==> src/rtl/bcd_pkg.sv <==
// Shared definitions for the BCD -> Excess-3 demo blocks: FSM encoding,
// code constants and a digit-validity helper.
package bcd_pkg;

  typedef enum logic [1:0] {
    ST_IDLE = 2'd0,
    ST_CONV = 2'd1,
    ST_DONE = 2'd2
  } state_t;

  localparam logic [3:0] EXC3_OFFSET  = 4'd3;
  localparam logic [3:0] BCD_MAX      = 4'd9;
  localparam logic [3:0] EXC3_INVALID = 4'b0000;

  function automatic logic is_bcd(input logic [3:0] d);
    return d <= BCD_MAX;
  endfunction

endpackage

==> src/rtl/BCD_Exc_3.sv <==
// Single-digit combinational BCD to Excess-3 converter (board-level legacy block).
module BCD_Exc_3
  import bcd_pkg::*;
(
  input  logic [3:0] BTN,
  output logic [3:0] LED
);

  assign LED = BTN + EXC3_OFFSET;

endmodule

==> src/rtl/bcd_exc3_seq.sv <==
// Multi-digit BCD -> Excess-3 sequencer: walks packed digits LSB-first through
// one shared BCD_Exc_3 instance, one digit per clock, and flags non-BCD nibbles.
module bcd_exc3_seq
  import bcd_pkg::*;
#(
  parameter int DIGITS = 4
) (
  input  logic                  clk,
  input  logic                  rst_n,
  input  logic                  start,
  input  logic [4*DIGITS-1:0]   bcd_in,
  output logic                  busy,
  output logic                  done,
  output logic [4*DIGITS-1:0]   exc3_out,
  output logic [DIGITS-1:0]     err_mask,
  output logic                  err
);

  localparam int            IW   = (DIGITS > 1) ? $clog2(DIGITS) : 1;
  localparam logic [IW-1:0] LAST = IW'(DIGITS - 1);

  state_t                   state, state_nx;
  logic                     busy_nx, done_nx;
  logic                     accept, last;
  logic [IW-1:0]            idx;
  logic [DIGITS-1:0][3:0]   opnd_q, exc3_q;
  logic [3:0]               dig, dig_exc3;
  logic                     dig_ok;

  // DONE also accepts, so a held start yields a conversion every DIGITS+1 cycles.
  assign accept = start && (state == ST_IDLE || state == ST_DONE);
  assign last   = (idx == LAST);

  // Shared converter path: operand mux -> converter -> nibble write.
  assign dig    = opnd_q[idx];
  assign dig_ok = is_bcd(dig);

  BCD_Exc_3 u_conv (
    .BTN (dig),
    .LED (dig_exc3)
  );

  always_ff @(posedge clk or negedge rst_n) begin
    if (!rst_n) begin
      state <= ST_IDLE;
      busy  <= 1'b0;
      done  <= 1'b0;
    end else begin
      state <= state_nx;
      busy  <= busy_nx;
      done  <= done_nx;
    end
  end

  always_comb begin
    state_nx = state;
    case (state)
      ST_IDLE: if (start) state_nx = ST_CONV;
      ST_CONV: if (last)  state_nx = ST_DONE;
      ST_DONE: state_nx = start ? ST_CONV : ST_IDLE;
      default: state_nx = ST_IDLE;
    endcase
  end

  // Outputs are decoded from the next state and registered alongside it.
  always_comb begin
    busy_nx = (state_nx != ST_IDLE);
    done_nx = (state_nx == ST_DONE);
  end

  always_ff @(posedge clk or negedge rst_n) begin
    if (!rst_n) begin
      opnd_q   <= '0;
      exc3_q   <= '0;
      err_mask <= '0;
      err      <= 1'b0;
      idx      <= '0;
    end else if (accept) begin
      opnd_q   <= bcd_in;
      exc3_q   <= '0;
      err_mask <= '0;
      err      <= 1'b0;
      idx      <= '0;
    end else if (state == ST_CONV) begin
      exc3_q[idx]   <= dig_ok ? dig_exc3 : EXC3_INVALID;
      err_mask[idx] <= ~dig_ok;
      if (last)
        err <= (|err_mask) | ~dig_ok;
      else
        idx <= idx + 1'b1;
    end
  end

  assign exc3_out = exc3_q;

endmodule

==> config.mk <==
export PLATFORM = sky130hd
export DESIGN_NAME = bcd_exc3_seq
export DESIGN_NICKNAME = d
export VERILOG_FILES = /design/src/rtl/bcd_pkg.sv /design/src/rtl/BCD_Exc_3.sv /design/src/rtl/bcd_exc3_seq.sv
export SDC_FILE = /design/constraint.sdc
export NUM_CORES = 1
export LEC_CHECK = 0
export CAP_MARGIN = 20
export CORE_UTILIZATION = 35
export DETAILED_ROUTE_END_ITERATION = 8
export GPL_ROUTABILITY_DRIVEN = 0
export PLACE_DENSITY = 0.6
export REMOVE_ABC_BUFFERS = 1
export SLEW_MARGIN = 0
export SYNTH_ARGS = -nofsm -noshare
export SYNTH_HDL_FRONTEND = slang
export SYNTH_HIERARCHICAL = 1
export SYNTH_SLANG_ARGS = --single-unit
==> constraint.sdc <==
create_clock -name clk -period 3.1 [get_ports clk]
set_input_delay 0.62 -clock clk [delete_from_list [all_inputs] [get_ports clk]]
set_output_delay 0.62 -clock clk [all_outputs]
set_load 0.005 [all_outputs]
==> results of run 1 <==
-- where the power goes --
group | leakage [nW] | total, W | switching, W | internal [W]
combinational | 0.531 | 0.00117 | 0.000617 | 0.000554
clock | 0.0513 | 0.000413 | 0.000177 | 0.000236
sequential | 0.554 | 0.000931 | 0.000151 | 0.000780
total | 1.14 | 0.00252 | 0.000945 | 0.00157
-- through the flow --
| stage | utilization [%] | area (um^2) | setup slack [ns] |
|---|---|---|---|
| global placement | 45.3 | 2330 | 0.884 |
| floorplan | - | 1830 | 1.19 |
| finish | 47.3 | 2430 | 0.911 |
| CTS | 47.3 | 2430 | 0.871 |
| detailed placement | 45.3 | 2330 | 0.806 |
| global route | 47.3 | 2430 | 0.739 |
-- path summary, 6_finish.rpt --
kind                                     end  slack, ns
max in group asynchronous           state[0]       2.04
worst max-delay path            exc3_out[14]       0.91
min in group clk                   opnd_q[4]       0.47
worst min register to register     opnd_q[4]       0.47
worst min-delay path                    done       0.47
worst max register to register  exc3_out[14]       0.91
-- flip-flops by register name (all words and copies together) (netlist names) --
register and cells:
exc3_out 16, opnd_q 16, err 1, busy 1
state 2, idx 2, err_mask 4, done 1
-- worst register-to-register path: stages, from the launching register on --
cell and delay (ns):
dfrtp_1 0.61, mux4_1 0.65, inv_1 0.19, ha_1 0.19, xnor2_1 0.24, a32o_2 0.24
-- layer usage --
layer  GRT usage, %  vias up  routed length [um]
met4           6.79        0                  58
met2           24.0       45                1670
met3           4.37        5                 200
met5              0        -                   0
li1               -      655                   -
met1           21.2      633                1800
-- cell usage in the layout (no fill, tap or decap), types with 2 or more instances in the layout --
master	instances
xnor2_1	3
dfrtp_1	43
nand2_1	52
clkbuf_8	5
mux2i_1	3
mux4_2	3
nor2_1	5
and3b_1	3
ha_1	5
clkdlybuf4s50_1	40
nand3_1	2
inv_1	9
a32o_2	3
o21ai_0	2
a32o_1	14
-- cell type report --
cell class	count	area, um^2
fill	515	2710
inverter	9	33.8
timing repair buffer	42	413
clock inverter	1	30.0
tap	70	87.6
sequential	43	1080
clock buffer	6	72.6
multi-input combinational	105	719
-- logic make-up after synthesis --
kind of cell / Yosys count
buffers and inverters: 19
flip-flops: 43
AND/OR/NAND/NOR: 65
adder cells (fa/ha/maj): 5
AO/OA/AOI/OAI: 25
XOR/XNOR: 3
multiplexers: 7
==> out/results.txt, run 1 <==
Ys Warns -> 6
CP startpoint -> idx[0]
Compound-gate portion of the synthesized area -> 12.5%
Pre-antenna DRT Iters -> 4
Die ar. -> 5700 um^2
Period utilization -> 70.6%
Worst Max-Slew Pin Slew -> 0.941 ns
Initial Util -> 36.8%
Hold_buf cts -> 0
Crit path DAT -> 2.42 ns
Core Box Area -> 5140 um^2
Post-DRT Antenna Nets -> 0
Min Hold Slack -> 0.471 ns
Post-DP HPWL -> 2620 um
Final Hold Vio Count -> 0
Register area share after synthesis -> 57.0%
Cts bufs inserted -> 5
Clk slew on worst S/H paths -> 0.08 ns
DRT Wirelength -> 3730 um
Ant diodes -> 0
Post-CTS sizing -> 0
Max-cap violations -> 0
Ys async rst share -> 100%
Seq cells post-synth -> 43
Skew-Pair Late Insertion Delay -> 0.29 ns
Wirelength per Cell -> 13.5 um
Via/cell ratio -> 4.85
Post-Synth Adder-Cell Area -> 3.31%
Final Max Tran Viols -> 0
Setup violations, final -> 0
Cell type group with the largest total delay on the critical path -> multiplexers
WP data required -> 3.33 ns
# IOs -> 42
DR vias -> 1,338
Post-synth EDFFs -> 0
Synth top cells by count -> nand2_1, dfrtp_1, a32o_1
Main combinational cell family by area after synthesis -> simple AND/OR/NAND/NOR gates
Max IR drop VDD -> 0.000413 V
Slowest cell on crit path -> mux4_1
Row count -> 26
Max Freq -> 457 MHz
Count leader, synth -> nand2_1
Status -> complete, no violations
Synth Area in Simple Gates -> 14.3%
CTS tree -> done
Crit-path max FO -> 9
First-pass GRT wire length -> 6520 um
Final setup TNS -> 0 ns
Share of layout cells above drive strength 1 -> 7.77%
Root Driver -> clkbuf_8
Drt first-iter violations -> 92
Crit-path cells -> mux4_1 -> inv_1 -> ha_1 -> xnor2_1 -> a32o_2
Syn Area/Cell -> 11.3 um^2
Area of the mapped netlist -> 1890 um^2
Layout Cells excl Fill -> 276
P_leak -> 1.14 nW
Post-Synthesis Cells -> 167
H-tree depth -> 2
Relative slew slack -> 37.3%
Proportion of synthesized area in mux cells -> 6.56%
Total power -> 0.00252 W
Post-synth top area cell -> dfrtp_1
Hold Path Class -> input port to async pin
Crit path buffers/inverters -> 1
Yosys cell types -> 25
Nets -> 230
P&R area growth vs syn -> 28.7%
RSZ-0062 raised after global routing -> no
PortBufs -> 41
Synth area leaders -> dfrtp_1, nand2_1, a32o_1
GRT Residual Overflow -> 0
Xor/xnor share of the synthesized area -> 1.39%
Die Y-Extent -> 75.5 um
Max stage delay on crit path -> 0.65 ns
Reg2Reg Depth -> 5
Critical path type -> register to register
Die width -> 75.5 um
Buffer count from post-CTS setup fixing -> 0
Setup crit end kind -> register
Antenna violations before repair -> 0
Main flop type after synthesis -> dfrtp_1
GRT Resource Usage Total -> 15.7%
Dpl cells -> 269
DR DRC count -> 0
Largest net degree at the start of global routing -> 44
P per Cell Area -> 1030 nW/um^2
Worst Skew -> 0.00557 ns
Synth top area share -> 57.0%
Critical path depth -> 5
R2r startpoint -> idx[0]
Vias in the first global route -> 1,355
CTS sink count -> 43
Bufs on Longest Clock Path -> 2
CP Launch Type -> register
Final min period -> 2.19 ns
Note: power is estimated with default switching activity, not from simulation.
==> run 2: changes to the inputs <==
--- a/config.mk
+++ b/config.mk
@@ -9,7 +9,7 @@
 export CORE_UTILIZATION = 35
 export DETAILED_ROUTE_END_ITERATION = 8
 export GPL_ROUTABILITY_DRIVEN = 0
-export PLACE_DENSITY = 0.6
+export PLACE_DENSITY = 0.62
 export REMOVE_ABC_BUFFERS = 1
 export SLEW_MARGIN = 0
 export SYNTH_ARGS = -nofsm -noshare
==> constraint.sdc (replaced) <==
create_clock -name clk -period 1.95 [get_ports clk]
set_input_delay 0.39 -clock clk [delete_from_list [all_inputs] [get_ports clk]]
set_output_delay 0.39 -clock clk [all_outputs]
set_load 0.005 [all_outputs]
==> out/results.txt, run 2 (synthesized netlist as in run 1, its figures left out) <==
Multi-input logic area -> 719 um^2 (unchanged)
Max stage delay on crit path -> 0.61 ns (-0.04 ns)
Setup crit end kind -> register
Initial Util -> 36.8% (unchanged)
Reg area -> 1080 um^2 (+0.12%)
RR Endpoint -> exc3_out[14]
Ant diodes -> 0 (unchanged)
Final Max Tran Viols -> 0 (unchanged)
Worst Skew -> 0.00341 ns (-0.00216 ns)
Max-cap violations -> 0 (unchanged)
P&R area growth vs syn -> 31.8%
Final Hold Vio Count -> 0 (unchanged)
Setup violations, final -> 0 (unchanged)
DRT Wirelength -> 3820 um (+2.4%)
Root Driver -> clkbuf_8
PortBufs -> 41 (unchanged)
Crit path DAT -> 1.98 ns (-0.44 ns)
Bufs on Longest Clock Path -> 2 (unchanged)
Worst Max-Slew Pin Slew -> 0.473 ns (-0.468 ns)
Status -> complete, no violations
Cell type group with the largest total delay on the critical path -> multiplexers
H-tree depth -> 2 (unchanged)
Vias in the first global route -> 1,389 (+2.5%)
Slowest cell on crit path -> mux4_1
GRT Resource Usage Total -> 15.5% (-0.27 points)
RSZ-0062 raised after global routing -> no
Reg2Reg Depth -> 5 (unchanged)
Reg2Reg Setup Slack -> 0.15 ns (-0.76 ns)
WP data required -> 2.14 ns (-1.19 ns)
Max IR drop VDD -> 0.000632 V (+53%)
Nets -> 237 (+3.0%)
Skew-Pair Late Insertion Delay -> 0.29 ns (about the same)
Final min period -> 1.80 ns (-0.392 ns)
Crit-path max FO -> 5 (-4)
Share of layout cells above drive strength 1 -> 11.2% (+3.4 points)
Cts bufs inserted -> 5 (unchanged)
DR vias -> 1,364 (+1.9%)
Clk slew on worst S/H paths -> 0.08 ns (about the same)
Post-DRT Antenna Nets -> 0 (unchanged)
DR DRC count -> 0 (unchanged)
Pre-antenna DRT Iters -> 4 (unchanged)
CTS sink count -> 43 (unchanged)
Row count -> 26 (unchanged)
Layout Cells excl Fill -> 284 (+2.9%)
Crit-path cells -> mux4_1 -> inv_1 -> ha_1 -> xnor2_1 -> a32o_2
Dpl cells -> 276 (+2.6%)
Drt first-iter violations -> 88 (-4.3%)
Post-DP HPWL -> 2720 um (+4.1%)
Die width -> 75.5 um (unchanged)
Crit path buffers/inverters -> 1 (unchanged)
P per Cell Area -> 1620 nW/um^2 (+57%)
R2r startpoint -> idx[0]
Period utilization -> 92.1% (+22 points)
CP startpoint -> idx[0]
Final Core Density -> 48.4% (+1.1 points)
Hold Path Class -> input port to async pin
Hold_buf cts -> 0 (unchanged)
Commonest non-fill, non-tap cell in the layout -> nand2_1
GRT Residual Overflow -> 0 (unchanged)
Buffer count from post-CTS setup fixing -> 0 (unchanged)
CTS tree -> done
Total power -> 0.00403 W (+60%)
Final setup TNS -> 0 ns (unchanged)
Wirelength per Cell -> 13.4 um (-0.52%)
Max Freq -> 557 MHz (+22%)
Relative slew slack -> 68.5% (+31 points)
Min Hold Slack -> 0.0416 ns (-0.429 ns)
Critical path type -> register to register
FILL cells -> 520 (+0.97%)
Core Box Area -> 5140 um^2 (unchanged)
Die ar. -> 5700 um^2 (unchanged)
Antenna violations before repair -> 0 (unchanged)
Via/cell ratio -> 4.80 (-0.93%)
CP Launch Type -> register
P_leak -> 1.17 nW (+2.9%)
Die Y-Extent -> 75.5 um (unchanged)
# IOs -> 42 (unchanged)
Most frequent cells in the layout -> nand2_1, dfrtp_1, clkdlybuf4s50_1, a32o_1, inv_1
Largest net degree at the start of global routing -> 25 (-43%)
First-pass GRT wire length -> 6400 um (-1.8%)
-- run 2: worst max-delay path by stage --
stage | to | slack (ns) | depth (start not counted)
3_3_place_gp | exc3_out[14] | 0.12 | 5
5_1_grt | exc3_out[2] | 0.03 | 5
3_5_place_dp | exc3_out[14] | 0.08 | 5
4_1_cts | exc3_out[14] | 0.08 | 5
2_1_floorplan | exc3_out[14] | 0.04 | 5
6_report | exc3_out[14] | 0.15 | 5
-- run 2: cell type report --
type	instances	share of cell area [%]
sequential	43	43.3
multi-input combinational	105	28.9
timing repair buffer	49	19.7
tap	70	3.52
clock buffer	7	3.07
inverter	9	1.36
clock inverter	1	0.201
-- run 2: per-layer routing --
metal	up-vias	wire, um	GRT usage (%)
met4	0	65	6.79
met3	6	155	3.57
met2	37	1810	23.9
li1	663	-	-
met5	-	0	0
met1	658	1780	20.9
-- run 2: timing repair --
item | in CTS | in global routing
resized for setup | 0 | 1
endpoints found under the setup margin | 0 | 8
endpoints found under the hold margin | 0 | 0
-- run 2: worst reg2reg max path: stages (launching register included) --
cell	delay, ns
dfrtp_2	0.44
mux4_1	0.61
inv_1	0.10
ha_1	0.16
xnor2_1	0.12
a32o_2	0.26
-- run 2: where the power goes --
group	total [W]	switching, W	internal (W)	leakage (nW)
Combinational	0.00201	0.000999	0.00101	0.574
Sequential	0.00147	0.000231	0.00124	0.552
Clock	0.000547	0.000296	0.000252	0.0422
-- run 2: metrics by stage --
stage	worst slack [ns]	cell area, um^2
floorplan	0.0443	1830
global placement	0.119	2410
detailed placement	0.0787	2410
CTS	0.0785	2490
global route	0.0314	2490
finish	0.153	2490
==> run 3: changes to the inputs <==
--- a/config.mk
+++ b/config.mk
@@ -6,9 +6,11 @@
 export NUM_CORES = 1
 export LEC_CHECK = 0
 export CAP_MARGIN = 20
+export CORE_ASPECT_RATIO = 0.5
 export CORE_UTILIZATION = 35
 export DETAILED_ROUTE_END_ITERATION = 8
 export GPL_ROUTABILITY_DRIVEN = 0
+export GPL_TIMING_DRIVEN = 1
 export PLACE_DENSITY = 0.62
 export REMOVE_ABC_BUFFERS = 1
 export SLEW_MARGIN = 0
==> out/results.txt, run 3 (synthesized netlist as in run 1, its figures left out) <==
Skew-Pair Late Insertion Delay -> 0.30 ns (about the same)
Clk slew on worst S/H paths -> 0.08 ns (about the same)
Hold Path Class -> input port to async pin
Antenna violations before repair -> 0 (unchanged)
Final Core Density -> 49.6% (+1.2 points)
First-pass GRT wire length -> 6220 um (-2.9%)
Met1 wire length -> 1930 um (+8.2%)
Most frequent cells in the layout -> nand2_1, dfrtp_1, clkdlybuf4s50_1, a32o_1, inv_1
Ant diodes -> 0 (unchanged)
P&R area growth vs syn -> 33.0%
Slowest cell on crit path -> mux4_1
# IOs -> 42 (unchanged)
FILL cells -> 469 (-9.8%)
Buffer count from post-CTS setup fixing -> 0 (unchanged)
DRT Wirelength -> 3780 um (-1.0%)
Post-DP HPWL -> 2700 um (-0.77%)
Initial Util -> 37.3% (+0.53 points)
Max IR drop VDD -> 0.000692 V (+9.4%)
Metal2 WL -> 1660 um (-8.7%)
Final setup TNS -> 0 ns (unchanged)
Met3 wire length -> 150 um (-3.2%)
Final Hold Vio Count -> 0 (unchanged)
Critical path type -> register to register
Commonest non-fill, non-tap cell in the layout -> nand2_1
Drt first-iter violations -> 44 (-50%)
Max-cap violations -> 0 (unchanged)
Status -> complete, no violations
Cts bufs inserted -> 5 (unchanged)
Crit-path max FO -> 5 (unchanged)
DR top layer -> met4
GRT Resource Usage Total -> 14.7% (-0.81 points)
Root Driver -> clkbuf_8
Reg2Reg Depth -> 5 (unchanged)
CTS sink count -> 43 (unchanged)
Crit-path cells -> mux4_1 -> inv_1 -> ha_1 -> xnor2_1 -> a32o_2
PortBufs -> 41 (unchanged)
DR DRC count -> 0 (unchanged)
Cell type group with the largest total delay on the critical path -> multiplexers
Period utilization -> 91.7% (-0.42 points)
Setup violations, final -> 0 (unchanged)
Nets -> 237 (unchanged)
Worst Max-Slew Pin Slew -> 0.531 ns (+0.0578 ns)
NetSw -> 0.00156 W (+2.1%)
Max Freq -> 559 MHz (+0.45%)
Bufs on Longest Clock Path -> 2 (unchanged)
Final min period -> 1.79 ns (-0.00811 ns)
Final Max Tran Viols -> 0 (unchanged)
Row count -> 18 (-31%)
GRT Residual Overflow -> 0 (unchanged)
Post-DRT Antenna Nets -> 0 (unchanged)
Pre-antenna DRT Iters -> 7 (+3)
Largest net degree at the start of global routing -> 44 (+76%)
Core Box Area -> 5070 um^2 (-1.4%)
RR Endpoint -> exc3_out[14]
Crit path buffers/inverters -> 1 (unchanged)
Reg2Reg Setup Slack -> 0.16 ns (about the same)
WP data required -> 2.14 ns (about the same)
Die width -> 106 um (+40%)
P per Cell Area -> 1700 nW/um^2 (+4.8%)
H-tree depth -> 2 (unchanged)
Share of layout cells above drive strength 1 -> 12.1% (+0.93 points)
Vias in the first global route -> 1,321 (-4.9%)
Via/cell ratio -> 4.81 (+0.15%)
Crit path DAT -> 1.98 ns (about the same)
Int Power -> 0.00271 W (+8.0%)
R2r startpoint -> idx[0]
Worst Skew -> 0.0106 ns (+0.00718 ns)
CTS tree -> done
Sequential share of power -> 34.6% (-2.0 points)
Clk pwr share -> 16.8% (+3.2 points)
Wirelength per Cell -> 13.3 um (-1.0%)
Combinational Power Share -> 48.6% (-1.3 points)
Setup crit end kind -> register
CP Launch Type -> register
Max stage delay on crit path -> 0.60 ns (about the same)
P_leak -> 1.18 nW (+1.3%)
Relative slew slack -> 64.6% (-3.9 points)
RSZ-0062 raised after global routing -> no
Die ar. -> 5710 um^2 (+0.31%)
Die Y-Extent -> 54.0 um (-29%)
Switch share -> 36.5% (-1.3 points)
DR vias -> 1,366 (+0.15%)
-- run 3: changes by cell type in the layout (fill, tap and decap cells not counted) --
cell	change
clkbuf_8	+1
clkbuf_1	-2
buf_4	+1
bufinv_16	+1
buf_12	-1
-- run 3: layer usage --
layer  up-vias  track usage, %
met4         0            6.25
met1       668            20.7
met2        27            21.6
li1        666               -
met3         5            3.75
met5         -               0
-- run 3: cell type report --
cell class / instances / area, um^2 / share of cell area [%]
clock buffer: 6 / 82.6 / 3.29
tap: 70 / 87.6 / 3.48
clock inverter: 2 / 35.0 / 1.39
inverter: 9 / 33.8 / 1.34
sequential: 43 / 1080 / 42.9
multi-input combinational: 105 / 719 / 28.6
timing repair buffer: 49 / 478 / 19.0
-- run 3: worst max path at each step --
stage,from,to,slack (ns),cells past startpoint
2_1_floorplan,idx[0],exc3_out[14],0.04,5
3_3_place_gp,idx[0],exc3_out[14],0.13,5
3_5_place_dp,idx[0],exc3_out[14],0.08,5
4_1_cts,idx[0],exc3_out[14],0.08,5
5_1_grt,idx[0],exc3_out[14],0.04,5
6_report,idx[0],exc3_out[14],0.16,5
-- run 3: power by group through the flow --
| stage | logic [W] | clock network [W] | registers, W |
|---|---|---|---|
| final | 0.00207 | 0.000717 | 0.00148 |
| after global routing | 0.00232 | 0.000763 | 0.00152 |
| after CTS | 0.00209 | 0.000731 | 0.00148 |
| after detailed placement | 0.00208 | 0 | 0.00149 |
| after global placement | 0.00203 | 0 | 0.00149 |
| after floorplan | 0.00120 | 0 | 0.00146 |
-- run 3: timing repair --
item / in CTS / in global routing
hold buffers: 0 / 0
resized for setup: 0 / 1
setup endpoints to repair: 0 / 8
-- run 3: metrics by stage --
stage / hold WS [ns] / setup slack, ns / instance area (um^2) / cells / power [W]
detailed placement: 0.467 / 0.0813 / 2390 / 276 / 0.00357
global placement: 0.461 / 0.132 / 2390 / 276 / 0.00352
finish: 0.150 / 0.161 / 2510 / 284 / 0.00427
CTS: 0.161 / 0.0789 / 2510 / 284 / 0.00430
floorplan: 0.0944 / 0.0443 / 1830 / 157 / 0.00266
global route: 0.205 / 0.0393 / 2510 / 284 / 0.00460
